==> config.mk <==
export PLATFORM = sky130hd
export DESIGN_NAME = prim_assembler_flat
export DESIGN_NICKNAME = d
export VERILOG_FILES = /design/src/rtl/prim_assembler_if.sv /design/src/rtl/prim_assembler.sv /design/src/flat_wrapper.sv
export SDC_FILE = /design/constraint.sdc
export NUM_CORES = 1
export LEC_CHECK = 0
export CAP_MARGIN = 40
export CORE_MARGIN = 5
export CORE_UTILIZATION = 30
export DETAILED_ROUTE_END_ITERATION = 16
export PLACE_DENSITY = 0.5
export SLEW_MARGIN = 10
export SYNTH_ARGS = -nofsm -noshare
export SYNTH_HDL_FRONTEND = slang
export SYNTH_SLANG_ARGS = --single-unit
==> constraint.sdc <==
create_clock -name clk -period 2.4 [get_ports clk]
set_clock_uncertainty 0.05 [all_clocks]
set_input_delay 0.48 -clock clk [delete_from_list [all_inputs] [get_ports clk]]
set_output_delay 0.48 -clock clk [all_outputs]
set_load 0.01 [all_outputs]
==> src/rtl/prim_assembler_if.sv <==
// Stream-side and primitive-side signal bundle for prim_assembler.
// The assembler connects through the slave modport; the producer/consumer side uses master.
interface prim_assembler_if #(
  parameter int unsigned WORDS = 6,
  parameter int unsigned DEPTH = 2
);
  localparam int unsigned CNT_W = $clog2(DEPTH + 1);

  logic [31:0]         ahb_buffer;
  logic                ahb_data_available;
  logic                ahb_user_read_buffer;
  logic                prim_read;
  logic                prim_ready;
  logic [WORDS*32-1:0] prim_data;
  logic [CNT_W-1:0]    prim_count;
  logic                frame_active;
  logic                frame_done;

  modport slave (
    input  ahb_buffer, ahb_data_available, prim_read,
    output ahb_user_read_buffer, prim_ready, prim_data, prim_count,
           frame_active, frame_done
  );

  modport master (
    output ahb_buffer, ahb_data_available, prim_read,
    input  ahb_user_read_buffer, prim_ready, prim_data, prim_count,
           frame_active, frame_done
  );
endinterface

==> src/rtl/prim_assembler.sv <==
// Packs WORDS-word groups of the AHB stream, inside a FRAME_START/FRAME_END bracket,
// into primitives held in a DEPTH-entry circular output queue.
module prim_assembler #(
  parameter int unsigned WORDS       = 6,
  parameter int unsigned DEPTH       = 2,
  parameter logic [31:0] FRAME_START = 32'd0,
  parameter logic [31:0] FRAME_END   = 32'd1
) (
  input  logic              clk,
  input  logic              n_rst,
  prim_assembler_if.slave   bus
);
  localparam int unsigned IDX_W = $clog2(WORDS);
  localparam int unsigned CNT_W = $clog2(DEPTH + 1);
  localparam int unsigned PTR_W = (DEPTH > 1) ? $clog2(DEPTH) : 1;
  localparam int unsigned PW    = WORDS * 32;

  typedef enum logic [1:0] {IDLE, COLLECT, END_CHK} state_t;

  state_t             state, state_d;
  logic [IDX_W-1:0]   word_idx, word_idx_d;
  logic               done_d, frame_done_q;
  logic               slot_we;
  logic [IDX_W-1:0]   slot_sel;
  logic [31:0]        slot [WORDS-1];
  logic [PW-1:0]      queue [DEPTH];
  logic [PW-1:0]      push_data;
  logic [PTR_W-1:0]   rd_ptr, wr_ptr;
  logic [CNT_W-1:0]   count;
  logic               last_word, full, read_buffer, accept, push, pop;

  function automatic logic [PTR_W-1:0] ptr_inc(input logic [PTR_W-1:0] p);
    return (p == PTR_W'(DEPTH - 1)) ? '0 : p + PTR_W'(1);
  endfunction

  // Stall only on the completing word, and only if no slot frees up this cycle.
  assign full        = (count == CNT_W'(DEPTH));
  assign last_word   = (state == COLLECT) && (word_idx == IDX_W'(WORDS - 1));
  assign read_buffer = !(last_word && full && !bus.prim_read);
  assign accept      = bus.ahb_data_available && read_buffer;
  assign push        = accept && last_word;
  assign pop         = bus.prim_read && (count != '0);

  always_ff @(posedge clk or negedge n_rst) begin
    if (!n_rst) begin
      state        <= IDLE;
      word_idx     <= '0;
      frame_done_q <= 1'b0;
    end else begin
      state        <= state_d;
      word_idx     <= word_idx_d;
      frame_done_q <= done_d;
    end
  end

  always_comb begin
    state_d    = state;
    word_idx_d = word_idx;
    done_d     = 1'b0;
    slot_we    = 1'b0;
    slot_sel   = word_idx;
    case (state)
      IDLE: begin
        if (accept && (bus.ahb_buffer == FRAME_START)) begin
          state_d    = COLLECT;
          word_idx_d = '0;
        end
      end
      COLLECT: begin
        if (accept) begin
          if (last_word) begin
            state_d    = END_CHK;
            word_idx_d = '0;
          end else begin
            slot_we    = 1'b1;
            word_idx_d = word_idx + IDX_W'(1);
          end
        end
      end
      END_CHK: begin
        // Anything but FRAME_END starts the next primitive with no bubble.
        if (accept) begin
          if (bus.ahb_buffer == FRAME_END) begin
            state_d = IDLE;
            done_d  = 1'b1;
          end else begin
            state_d    = COLLECT;
            word_idx_d = IDX_W'(1);
            slot_we    = 1'b1;
            slot_sel   = '0;
          end
        end
      end
      default: state_d = IDLE;
    endcase
  end

  always_ff @(posedge clk or negedge n_rst) begin
    if (!n_rst) begin
      for (int k = 0; k < int'(WORDS) - 1; k++) slot[k] <= '0;
    end else if (slot_we) begin
      for (int k = 0; k < int'(WORDS) - 1; k++) begin
        if (slot_sel == IDX_W'(k)) slot[k] <= bus.ahb_buffer;
      end
    end
  end

  // The completing word bypasses the slots and goes straight into the queue entry.
  always_comb begin
    push_data = '0;
    for (int k = 0; k < int'(WORDS) - 1; k++) push_data[32*k +: 32] = slot[k];
    push_data[PW-1 -: 32] = bus.ahb_buffer;
  end

  always_ff @(posedge clk or negedge n_rst) begin
    if (!n_rst) begin
      for (int k = 0; k < int'(DEPTH); k++) queue[k] <= '0;
      rd_ptr <= '0;
      wr_ptr <= '0;
      count  <= '0;
    end else begin
      if (push) begin
        queue[wr_ptr] <= push_data;
        wr_ptr        <= ptr_inc(wr_ptr);
      end
      if (pop) rd_ptr <= ptr_inc(rd_ptr);
      count <= count + CNT_W'(push) - CNT_W'(pop);
    end
  end

  assign bus.ahb_user_read_buffer = read_buffer;
  assign bus.prim_ready           = (count != '0);
  assign bus.prim_data            = (count != '0) ? queue[rd_ptr] : '0;
  assign bus.prim_count           = count;
  assign bus.frame_active         = (state != IDLE);
  assign bus.frame_done           = frame_done_q;
endmodule

==> src/flat_wrapper.sv <==
// flat-port wrapper written by rule: the top's interface ports become plain ports
module prim_assembler_flat 
#(
  parameter int unsigned WORDS       = 6,
  parameter int unsigned DEPTH       = 2,
  parameter logic [31:0] FRAME_START = 32'd0,
  parameter logic [31:0] FRAME_END   = 32'd1
)
  (clk, n_rst, bus_ahb_buffer, bus_ahb_data_available, bus_prim_read, bus_ahb_user_read_buffer, bus_prim_ready, bus_prim_data, bus_prim_count, bus_frame_active, bus_frame_done);
  prim_assembler_if #(.WORDS(WORDS), .DEPTH(DEPTH)) bus_i ();
  input  logic clk;
  input  logic n_rst;
  input wire logic [$bits(bus_i.ahb_buffer)-1:0] bus_ahb_buffer;
  input wire logic [$bits(bus_i.ahb_data_available)-1:0] bus_ahb_data_available;
  input wire logic [$bits(bus_i.prim_read)-1:0] bus_prim_read;
  output wire logic [$bits(bus_i.ahb_user_read_buffer)-1:0] bus_ahb_user_read_buffer;
  output wire logic [$bits(bus_i.prim_ready)-1:0] bus_prim_ready;
  output wire logic [$bits(bus_i.prim_data)-1:0] bus_prim_data;
  output wire logic [$bits(bus_i.prim_count)-1:0] bus_prim_count;
  output wire logic [$bits(bus_i.frame_active)-1:0] bus_frame_active;
  output wire logic [$bits(bus_i.frame_done)-1:0] bus_frame_done;
  assign bus_i.ahb_buffer = bus_ahb_buffer;
  assign bus_i.ahb_data_available = bus_ahb_data_available;
  assign bus_i.prim_read = bus_prim_read;
  assign bus_ahb_user_read_buffer = bus_i.ahb_user_read_buffer;
  assign bus_prim_ready = bus_i.prim_ready;
  assign bus_prim_data = bus_i.prim_data;
  assign bus_prim_count = bus_i.prim_count;
  assign bus_frame_active = bus_i.frame_active;
  assign bus_frame_done = bus_i.frame_done;
  prim_assembler #(.WORDS(WORDS), .DEPTH(DEPTH), .FRAME_START(FRAME_START), .FRAME_END(FRAME_END)) u_core (.clk(clk), .n_rst(n_rst), .bus(bus_i));
endmodule
==> impl_metrics.env <==
export IMPL_peakVddDrop_mv=0.544
export IMPL_drtAntennaViolNets=0
export IMPL_p_total_w=0.0271
export IMPL_path_clk_slew_ns=0.06
export IMPL_ioPinCount=234
export IMPL_crit_fanout=8
export IMPL_root_buffer="clkbuf_16"
export IMPL_synth_area_sq_mm=0.0238
export IMPL_drv_cap=0
export IMPL_fin_nets=2140
export IMPL_crit_buf_inv=4
export IMPL_synthMuxAreaShare=0.339
export IMPL_die_h_um=291
export IMPL_layout_min_cycle_time_ns=2.63
export IMPL_route_vias_total=15000
export IMPL_synth_net_count=1714
export IMPL_slew_violations=0
export IMPL_syn_avg_cell_area_sq_um=14.3
export IMPL_tightestPinTransition_ns=0.610
export IMPL_synthAdderAreaFrac=0.00526
export IMPL_mostFrequentLayoutCell="dfrtp_1"
export IMPL_row_count=103
export IMPL_leakagePower_nw=16.4
export IMPL_viasPerCell=4.69
export IMPL_syn2layout_area_growth_pct=37.8
export IMPL_grt_max_degree=74
export IMPL_drt_iter0_markers=617
export IMPL_grt_antenna_before_repair=7
export IMPL_relSlewSlack=0.593
export IMPL_tns_ns=-24.03
export IMPL_route_detailed_drc=0
export IMPL_violations="negative setup slack"
export IMPL_synth_top_family_by_area="multiplexers"
export IMPL_cpMostUsedCell="buf_16"
export IMPL_crit_cells=6
export IMPL_cts_buffers=60
export IMPL_clkPwrFrac=0.355
export IMPL_cp_top_family="buffers and inverters"
export IMPL_final_seq_area_sq_mm=0.0139
export IMPL_swShare=0.275
export IMPL_fill_cells=7301
export IMPL_slowest_delay_ns=0.51
export IMPL_fmax_mhz=381
export IMPL_cts_tree="yes"
export IMPL_multi_input_area_sq_mm=0.0107
export IMPL_p_seq_frac=0.355
export IMPL_grt_pass1_wl_um=106000
export IMPL_fin_crit_sh=1.09
export IMPL_required_ns=1.87
export IMPL_worstPathArrival_ns=2.10
export IMPL_slowest_stage="dfrtp_4"
export IMPL_htree_levels=2
export IMPL_grtUsageTotal=0.161
export IMPL_criticalPathCategory="flip-flop to output pin"
export IMPL_wire_per_inst_um=21.9
export IMPL_synthSimpleGateAreaFrac=0.0400
export IMPL_worst_r2r_path_depth=11
export IMPL_grt_overflow=0
export IMPL_ys_types=34
export IMPL_core_area_sq_mm=0.0787
export IMPL_hpwl_um=45000
export IMPL_die_area_sq_mm=0.0850
export IMPL_status="finished, violations left"
export IMPL_first_global_vias=16400
export IMPL_wirelength_um=70100
export IMPL_cp_end_kind="output pin"
export IMPL_io_buffer_count=233
export IMPL_ys_warn_count=0
export IMPL_ys_ff_latch=554
export IMPL_die_x_um=291
export IMPL_switchingPower_w=0.00746
export IMPL_critPathLaunchType="flip-flop"
export IMPL_clk_path_buf_depth=3
export IMPL_comb_power_share=0.290
export IMPL_internal_power_w=0.0197
export IMPL_synthCells=1668
export IMPL_routabilityCongestion=0.738
export IMPL_drt_first_pass_iters=4
export IMPL_worst_hold_slack_ns=0.400
export IMPL_synth_compound_area_frac=0.00584
export IMPL_clkSinkCount=554
export IMPL_rsz0062_at_grt="yes"
export IMPL_hold_viol=0
export IMPL_ys_seq_area_frac=0.583
export IMPL_drive_above_1_share=0.573
export IMPL_mostFrequentLayoutCells="551 x dfrtp_1, 521 x mux2_2, 185 x buf_2, 150 x nor2_1, 118 x buf_4"
export IMPL_finalSetupViolCount=193
export IMPL_worstSkewPairLatency_ns=0.62
export IMPL_post_place_ws_ns=-0.979
export IMPL_synthXorXnorAreaFrac=0.00147
export IMPL_path_cells="buf_12, buf_16, buf_16, mux2i_1, nor2_1, buf_2"
export IMPL_power_density_mw_per_mm2=828
export IMPL_hp_class="input pin to asynchronous set/reset pin"
export IMPL_start_util=0.302
export IMPL_layout_setup_ws_ns=-0.225
[flip-flops by register name, indices dropped and copies added, names as in the netlist]
name and count:
u_core.bus.frame_done 1, u_core.bus.prim_count 2, u_core.push_data 160, u_core.queue 384, u_core.rd_ptr 1, u_core.state 2, u_core.word_idx 3, u_core.wr_ptr 1
[cell usage after synthesis]
library cell  instances  share of area
o21bai_1              1        0.00032
o31ai_2               2         0.0011
mux2_1               22          0.010
ha_1                 10         0.0053
mux2_2              521           0.25
nand4_1               2        0.00053
mux2i_1             193          0.081
nand2_1               9         0.0014
buf_6                21         0.0099
buf_4                 2        0.00063
nand3_1               7         0.0015
a2111oi_0             1        0.00037
xor2_1                2        0.00074
o41ai_4               1         0.0012
clkbuf_1             39         0.0062
a21oi_1               2        0.00042
or4_1                 1        0.00032
nand3b_1              1        0.00032
xnor2_1               2        0.00074
nor2b_1               1        0.00026
nor2_1              198          0.031
o311a_1               1        0.00042
o21ai_0               7         0.0015
dfrtp_1             554           0.58
nor4_1                8         0.0021
and4_1                1        0.00037
buf_1                18         0.0028
inv_1                12         0.0019
buf_2                20         0.0042
o31ai_1               2        0.00063
or2_2                 1        0.00026
nor3_1                4        0.00084
and4b_1               1        0.00042
or3b_2                1        0.00037
[logic make-up after synthesis]
logic type,after synthesis
muxes,736
adders and majority gates,10
xor gates and xnor gates,4
AOI/OAI and AO/OA,17
buffers and inverters,112
and+or+nand+nor,235
DFF,554
[final timing paths]
check | slack, ns | endpoint | startpoint
min reg2reg | 0.44 | u_core.queue[123]$_DFFE_PN0P_ | u_core.queue[123]$_DFFE_PN0P_
max | -0.23 | bus_prim_data[7] | u_core.rd_ptr$_DFFE_PN0P_
min | 0.40 | u_core.queue[251]$_DFFE_PN0P_ | n_rst
max in group asynchronous | 1.09 | u_core.queue[41]$_DFFE_PN0P_ | n_rst
min in group clk | 0.44 | u_core.queue[123]$_DFFE_PN0P_ | u_core.queue[123]$_DFFE_PN0P_
max reg2reg | 0.09 | u_core.push_data[14]$_DFFE_PN0P_ | u_core.state[1]$_DFFE_PN0P_
[per-stage QoR]
step	utilization	instance area, sq um	std cells
finish	0.416	32700	3194
global route	0.416	32700	3191
CTS	0.411	32400	3181
detailed placement	0.366	28800	3018
global placement	0.366	28800	3018
floorplan	-	23800	1668
[repair_timing]
action                      CTS  global route
gates resized for setup    1046            87
hold buffers                  1             0
buffers inserted             36            11
hold endpoints to repair     31             0
pin swaps                    47            55
setup endpoints to repair   336           257
gates cloned                 28             5
[metal layers]
metal  part of all wire  vias to the layer above  track usage  wire, um
met1               0.47                     7887        0.234     33100
met5                  0                        -            0         0
met3              0.041                       74       0.0253      2880
li1                   -                     6745            -         -
met2               0.47                      264        0.259     33000
met4              0.016                        0       0.0316      1100
[final cells by class]
class                      count  area share
tap                         1050      0.0401
inverter                      12     0.00138
sequential                   554       0.424
multi-input combinational   1002       0.328
clock inverter                15     0.00753
clock buffer                  94      0.0559
timing repair buffer         464       0.143
antenna                        3    0.000229
[power groups by stage]
stage	sequential, W	combinational [W]	clock, W
5_1_grt	0.00965	0.00823	0.0103
6_report	0.00963	0.00786	0.00963
4_1_cts	0.00964	0.00776	0.00994
2_1_floorplan	0.00976	0.00205	0
3_5_place_dp	0.00981	0.00396	0
3_3_place_gp	0.00980	0.00394	0
(Power assumes the default switching activity.)
==> patch 1, RTL diff (same flow settings) <==
`DEPTH` is set to 2 in 3 places; all go to 4.
--- a/src/rtl/prim_assembler_if.sv
+++ b/src/rtl/prim_assembler_if.sv
@@ -2,7 +2,7 @@
 // The assembler connects through the slave modport; the producer/consumer side uses master.
 interface prim_assembler_if #(
   parameter int unsigned WORDS = 6,
-  parameter int unsigned DEPTH = 2
+  parameter int unsigned DEPTH = 4
 );
   localparam int unsigned CNT_W = $clog2(DEPTH + 1);
 
--- a/src/rtl/prim_assembler.sv
+++ b/src/rtl/prim_assembler.sv
@@ -2,7 +2,7 @@
 // into primitives held in a DEPTH-entry circular output queue.
 module prim_assembler #(
   parameter int unsigned WORDS       = 6,
-  parameter int unsigned DEPTH       = 2,
+  parameter int unsigned DEPTH       = 4,
   parameter logic [31:0] FRAME_START = 32'd0,
   parameter logic [31:0] FRAME_END   = 32'd1
 ) (
--- a/src/flat_wrapper.sv
+++ b/src/flat_wrapper.sv
@@ -2,7 +2,7 @@
 module prim_assembler_flat 
 #(
   parameter int unsigned WORDS       = 6,
-  parameter int unsigned DEPTH       = 2,
+  parameter int unsigned DEPTH       = 4,
   parameter logic [31:0] FRAME_START = 32'd0,
   parameter logic [31:0] FRAME_END   = 32'd1
 )
Interface: changed (resized bus_prim_count); port bits go from 234 to 235. No check against the original RTL was run, so the function may have changed too.
==> patch 1 against the original RTL <==
- the run still ends with negative setup slack left
- sequential cell count grew 387
- sequential share of layout area about the same
- utilization fell by 1.0 points
- routed wire length up 94%
- power grew 77%
- area after synthesis grew 74%
- worst setup slack worse by 510 ps
- design area up 70%
- non-clock buffer count is 181 higher
- largest cell class unchanged
- highest routed layer is now met5
==> patch 1: results (changes against the original RTL) <==
** Cells and area
- The number of flip-flops in the largest register was 768 (+100%).
- Filler Cell Count :: 12,400 (+70%)
- The ratio of cells with drive above 1 in the final layout was 0.654 (+0.0815).
- Final std cells w/o fill :: 4,991 (+56%)

** Timing
- The headroom to the max-slew limit was 0.546 (-0.0477).
- Post-layout worst setup margin :: -738 ps (-513 ps)
- Number of setup violations in the final report :: 1,064 (+450%)

** Critical path
- The count of cells along the worst register-to-register path came to 13 (+2).
- Arrival time of the worst setup path :: 2610 ps (+510 ps)
- The cell that appears most often on the critical path is buf_12.

** Placed design
- Placement Cell Area :: 48,000 um2 (+67%)
- Number of cells in the design after placement :: 4,613 (+53%)
- Post-detailed-placement half-perimeter wirelength :: 85.0 mm (+89%)
- Final weighted congestion in routability-driven placement :: 0.769 (+4.1%)
- IO Port Bufs :: 234 (+0.43%)

** Synthesis
- The number of nets in the synthesized netlist was 2,600 (+52%).
- The netlist area before placement is 41,300 um2 (+74%).
- The fraction of the yosys area taken by sequential cells is 0.571 (-0.0125).
- The number of library cell types mapped by synthesis is 43 (+26%).
- The number of instances in the synthesized netlist came to 2,549 (+53%).
- Commonest cells in the synthesized netlist :: 941 x dfrtp_1, 893 x mux2_2, 192 x and2_1, 192 x mux4_2, 117 x buf_2

** Clock network
- The number of buffers inserted during clock tree synthesis came to 105 (+75%).
- CTS HTree Levels :: 3 (+1)

** Run status
- Violated checks :: negative setup slack
- The flow ran to the end, but the final reports show violations.

** Global route
- Vias in the first global route :: 27,300 (+66%)
- Largest net degree at the start of global routing :: 120 (+62%)
- The first-pass GRT wire length came to 191 mm (+81%).
- The initial antenna violation count was 14 (+7).
- The total track usage was 0.177 (+0.0161).

** Power
- Leakage power total :: 27.5 nW (+68%)
- Peak VDD IR :: 0.000560 V (+3.0%)

** Routing
- Overall via count from detail_route :: 24,700 (+65%)
- The DRC marker count from the first detailed-route iteration was 1,363 (+120%).
- The first-pass iteration count of the detailed router is 5 (+1).
- Mean routed wirelength per cell :: 27.2 um (+24%)
[patch 1: cell count changes after synthesis, sizes merged, moves of 4 or more]
| cell | delta |
|---|---|
| and2 | +192 |
| nand3 | -4 |
| clkbuf | +9 |
| dfrtp | +387 |
| mux2 | +388 |
| nand2 | +4 |
| mux4 | +192 |
| ha | +4 |
| nor2 | -191 |
| mux2i | -191 |
| buf | +90 |
[patch 1: path summary, 6_finish.rpt]
kind,start,endpoint,slack [ps]
worst min register to register,u_core.queue[198],u_core.queue[198],450
max in group asynchronous,n_rst,u_core.queue[578],930
worst max register to register,u_core.bus.prim_count[1],u_core.push_data[80],-550
worst min-delay path,n_rst,u_core.queue[623],310
worst max-delay path,u_core.rd_ptr[0],bus_prim_data[139],-740
min in group clk,u_core.queue[198],u_core.queue[198],450
[patch 1: cell families after synthesis]
logic type / synth area share
adders and majority gates: 0.00473
xor gates and xnor gates: 0.000425
muxes: 0.362
DFF: 0.571
buffers and inverters: 0.0240
AOI/OAI and AO/OA: 0.00264
and+or+nand+nor: 0.0354
[patch 1: per-layer routing]
layer / global-route usage / wire length [um]
met1: 0.225 / 56400
met2: 0.300 / 67500
met3: 0.0414 / 7100
met4: 0.0604 / 4570
met5: 0 / 120
[patch 1: worst max-delay path, delay by kind of cell (launching register included)]
family,cells,cell delay (ps)
buffers and inverters,6,790
muxes,1,450
DFF,1,520
and+or+nand+nor,1,170
[patch 1: repair_timing]
item                       4_1_cts  5_1_grt
hold endpoints to repair        19        0
buffers inserted                84       61
gates cloned                    23       37
pin swaps                      109       61
resized for setup             1124      339
setup endpoints to repair      989     1128
hold buffers                     1        0
[patch 1: area by class of cell]
class                      count  area [um2]  area share
timing repair buffer         645        8570       0.154
tap                         1794        2240      0.0403
clock buffer                 160        3090      0.0555
clock inverter                30         333     0.00598
inverter                      13        48.8    0.000877
multi-input combinational   1397       17800       0.319
sequential                   941       23600       0.423
antenna                       11        27.5    0.000495
[patch 1: power groups by stage]
stage               sequential (mW)  combinational (mW)  clock [mW]
floorplan                      18.3                5.31           0
global placement               18.7                9.28           0
detailed placement             18.9                9.42           0
CTS                            18.6                12.9        16.4
global route                   18.9                14.1        17.0
finish                         18.7                13.3        16.0
[patch 1: metrics by stage]
| stage | setup WS [ps] | TNS (ps) |
|---|---|---|
| floorplan | 20.1 | 0 |
| global placement | -824 | -529600 |
| detailed placement | -794 | -520610 |
| CTS | -816 | -374250 |
| global route | -813 | -519340 |
| finish | -738 | -459830 |
==> patch 2, RTL diff (config.mk and constraints unchanged) <==
Made on the original files. Re-encode `state_t` (3 states) as one-hot, 3 bits wide.
--- a/src/rtl/prim_assembler.sv
+++ b/src/rtl/prim_assembler.sv
@@ -15,7 +15,7 @@
   localparam int unsigned PTR_W = (DEPTH > 1) ? $clog2(DEPTH) : 1;
   localparam int unsigned PW    = WORDS * 32;
 
-  typedef enum logic [1:0] {IDLE, COLLECT, END_CHK} state_t;
+  typedef enum logic [2:0] {IDLE = 3'b001, COLLECT = 3'b010, END_CHK = 3'b100} state_t;
 
   state_t             state, state_d;
   logic [IDX_W-1:0]   word_idx, word_idx_d;
Behaviour: no difference found for any inputs over 4 cycles, from zero or initial values and one cycle with n_rst low; so few cycles prove little.
==> patch 2 against the original RTL <==
- critical path type unchanged
- worst setup slack worse by 23 ps
- design area is 11% higher
- power rose by 3.4%
- critical path depth is 2 higher
- clock power rose by 0.8%
- the run still ends with negative setup slack left
- area after synthesis grew 0.28%
- sequential cell count grew 1
- largest power group is now the clock network
- sequential power is 2% lower
- non-clock buffer count grew 68
- combinational power grew 13%
- routed wire length is 14% higher
- highest routed layer is now met5
==> patch 2: results (changes against the original RTL) <==
** Power
- Leakage power total :: 17.6 nW (+7.4%)
- The net switching component of the power is 8.12 mW (+8.9%).

** Routing
- DR vias/cell :: 4.78 (+2.0%)
- The met3 layer wire length in the routed design was 2.32 mm (-19%).
- Sum of met2 wire segment lengths after detailed routing :: 38.9 mm (+18%)
- The routed wirelength normalized by instance count came to 24.5 um (+12%).
- Detailed-routing wirelength on met1 :: 37.0 mm (+12%)
- 1st-iter DRT viols :: 684 (+11%)

** Synthesis
- Post-Synth XOR/XNOR Area :: 0.00147 (-0.00000418)
- The number of library cell types mapped by synthesis came to 44 (+29%).
- The number of nets in the synthesized netlist is 1,711 (-0.18%).
- Yosys attributes the largest share of cell area to dfrtp_1 58%, mux2_2 23%, mux2i_1 8.1%.

** Critical path
- Crit path capture :: bus_prim_data[59]
- The count of cells along the worst register-to-register path was 9 (-2).
- Cell type of the slowest stage on the worst timing path :: dfrtp_1
- Tracing the worst setup path back leads to its startpoint at u_core.bus.prim_count[0].
- The slack of the worst reg-to-reg path is -100 ps (-190 ps).

** Global route
- The first-pass GRT wire length is 109 mm (+3.1%).
- The maximum number of pins on one net before global-route repair is 73 (-1.4%).
- Initial antenna violation count :: 2 (-5)

** Run status
- The final reports fail on negative setup slack.
- Run status :: finished, violations left

** Clock network
- Number of buffers created by CTS :: 59 (-1.7%)
- Post-CTS Resized :: 1,022 (-2.3%)
- Setup Fix Bufs, Post-CTS :: 37 (+2.8%)

** Cells and area
- Final std cells w/o fill :: 3,261 (+2.1%)

** Placed design
- Worst slack, placed :: -1250 ps (-267 ps)

** Timing
- Number of setup violations in the final report :: 406 (+110%)
- The least setup slack across all paths after layout was -248 ps (-22.6 ps).
- The aggregate negative setup slack was -44,460 ps (-20,440 ps).
==> patch 2: cell types whose count changed after synthesis, sizes merged, moves of 2 or more <==
cell    change
and2        +2
buf        +11
clkbuf      -7
ha          -6
inv         -5
mux2        +2
nand2b      +3
nand3       -5
nand4       +2
nor2        +5
nor3        -2
o21ai       -2
o31a        +2
==> patch 2: final cells by class <==
type,instances,area (um2)
Fill cell,6899,42400
Inverter,7,31.3
Clock buffer,85,1700
Timing Repair Buffer,532,6650
Tap cell,1050,1310
Clock inverter,27,375
Multi-Input combinational cell,1005,12500
Sequential cell,555,13900
==> patch 2: cells by family (layout without fill, tap and decap cells) <==
logic type,Yosys count,count (layout)
multiplexers,738,738
adder cells (fa/ha/maj),4,4
AO/OA/AOI/OAI,18,18
XOR/XNOR,4,4
AND/OR/NAND/NOR,241,241
flip-flops,555,555
buffers and inverters,111,651
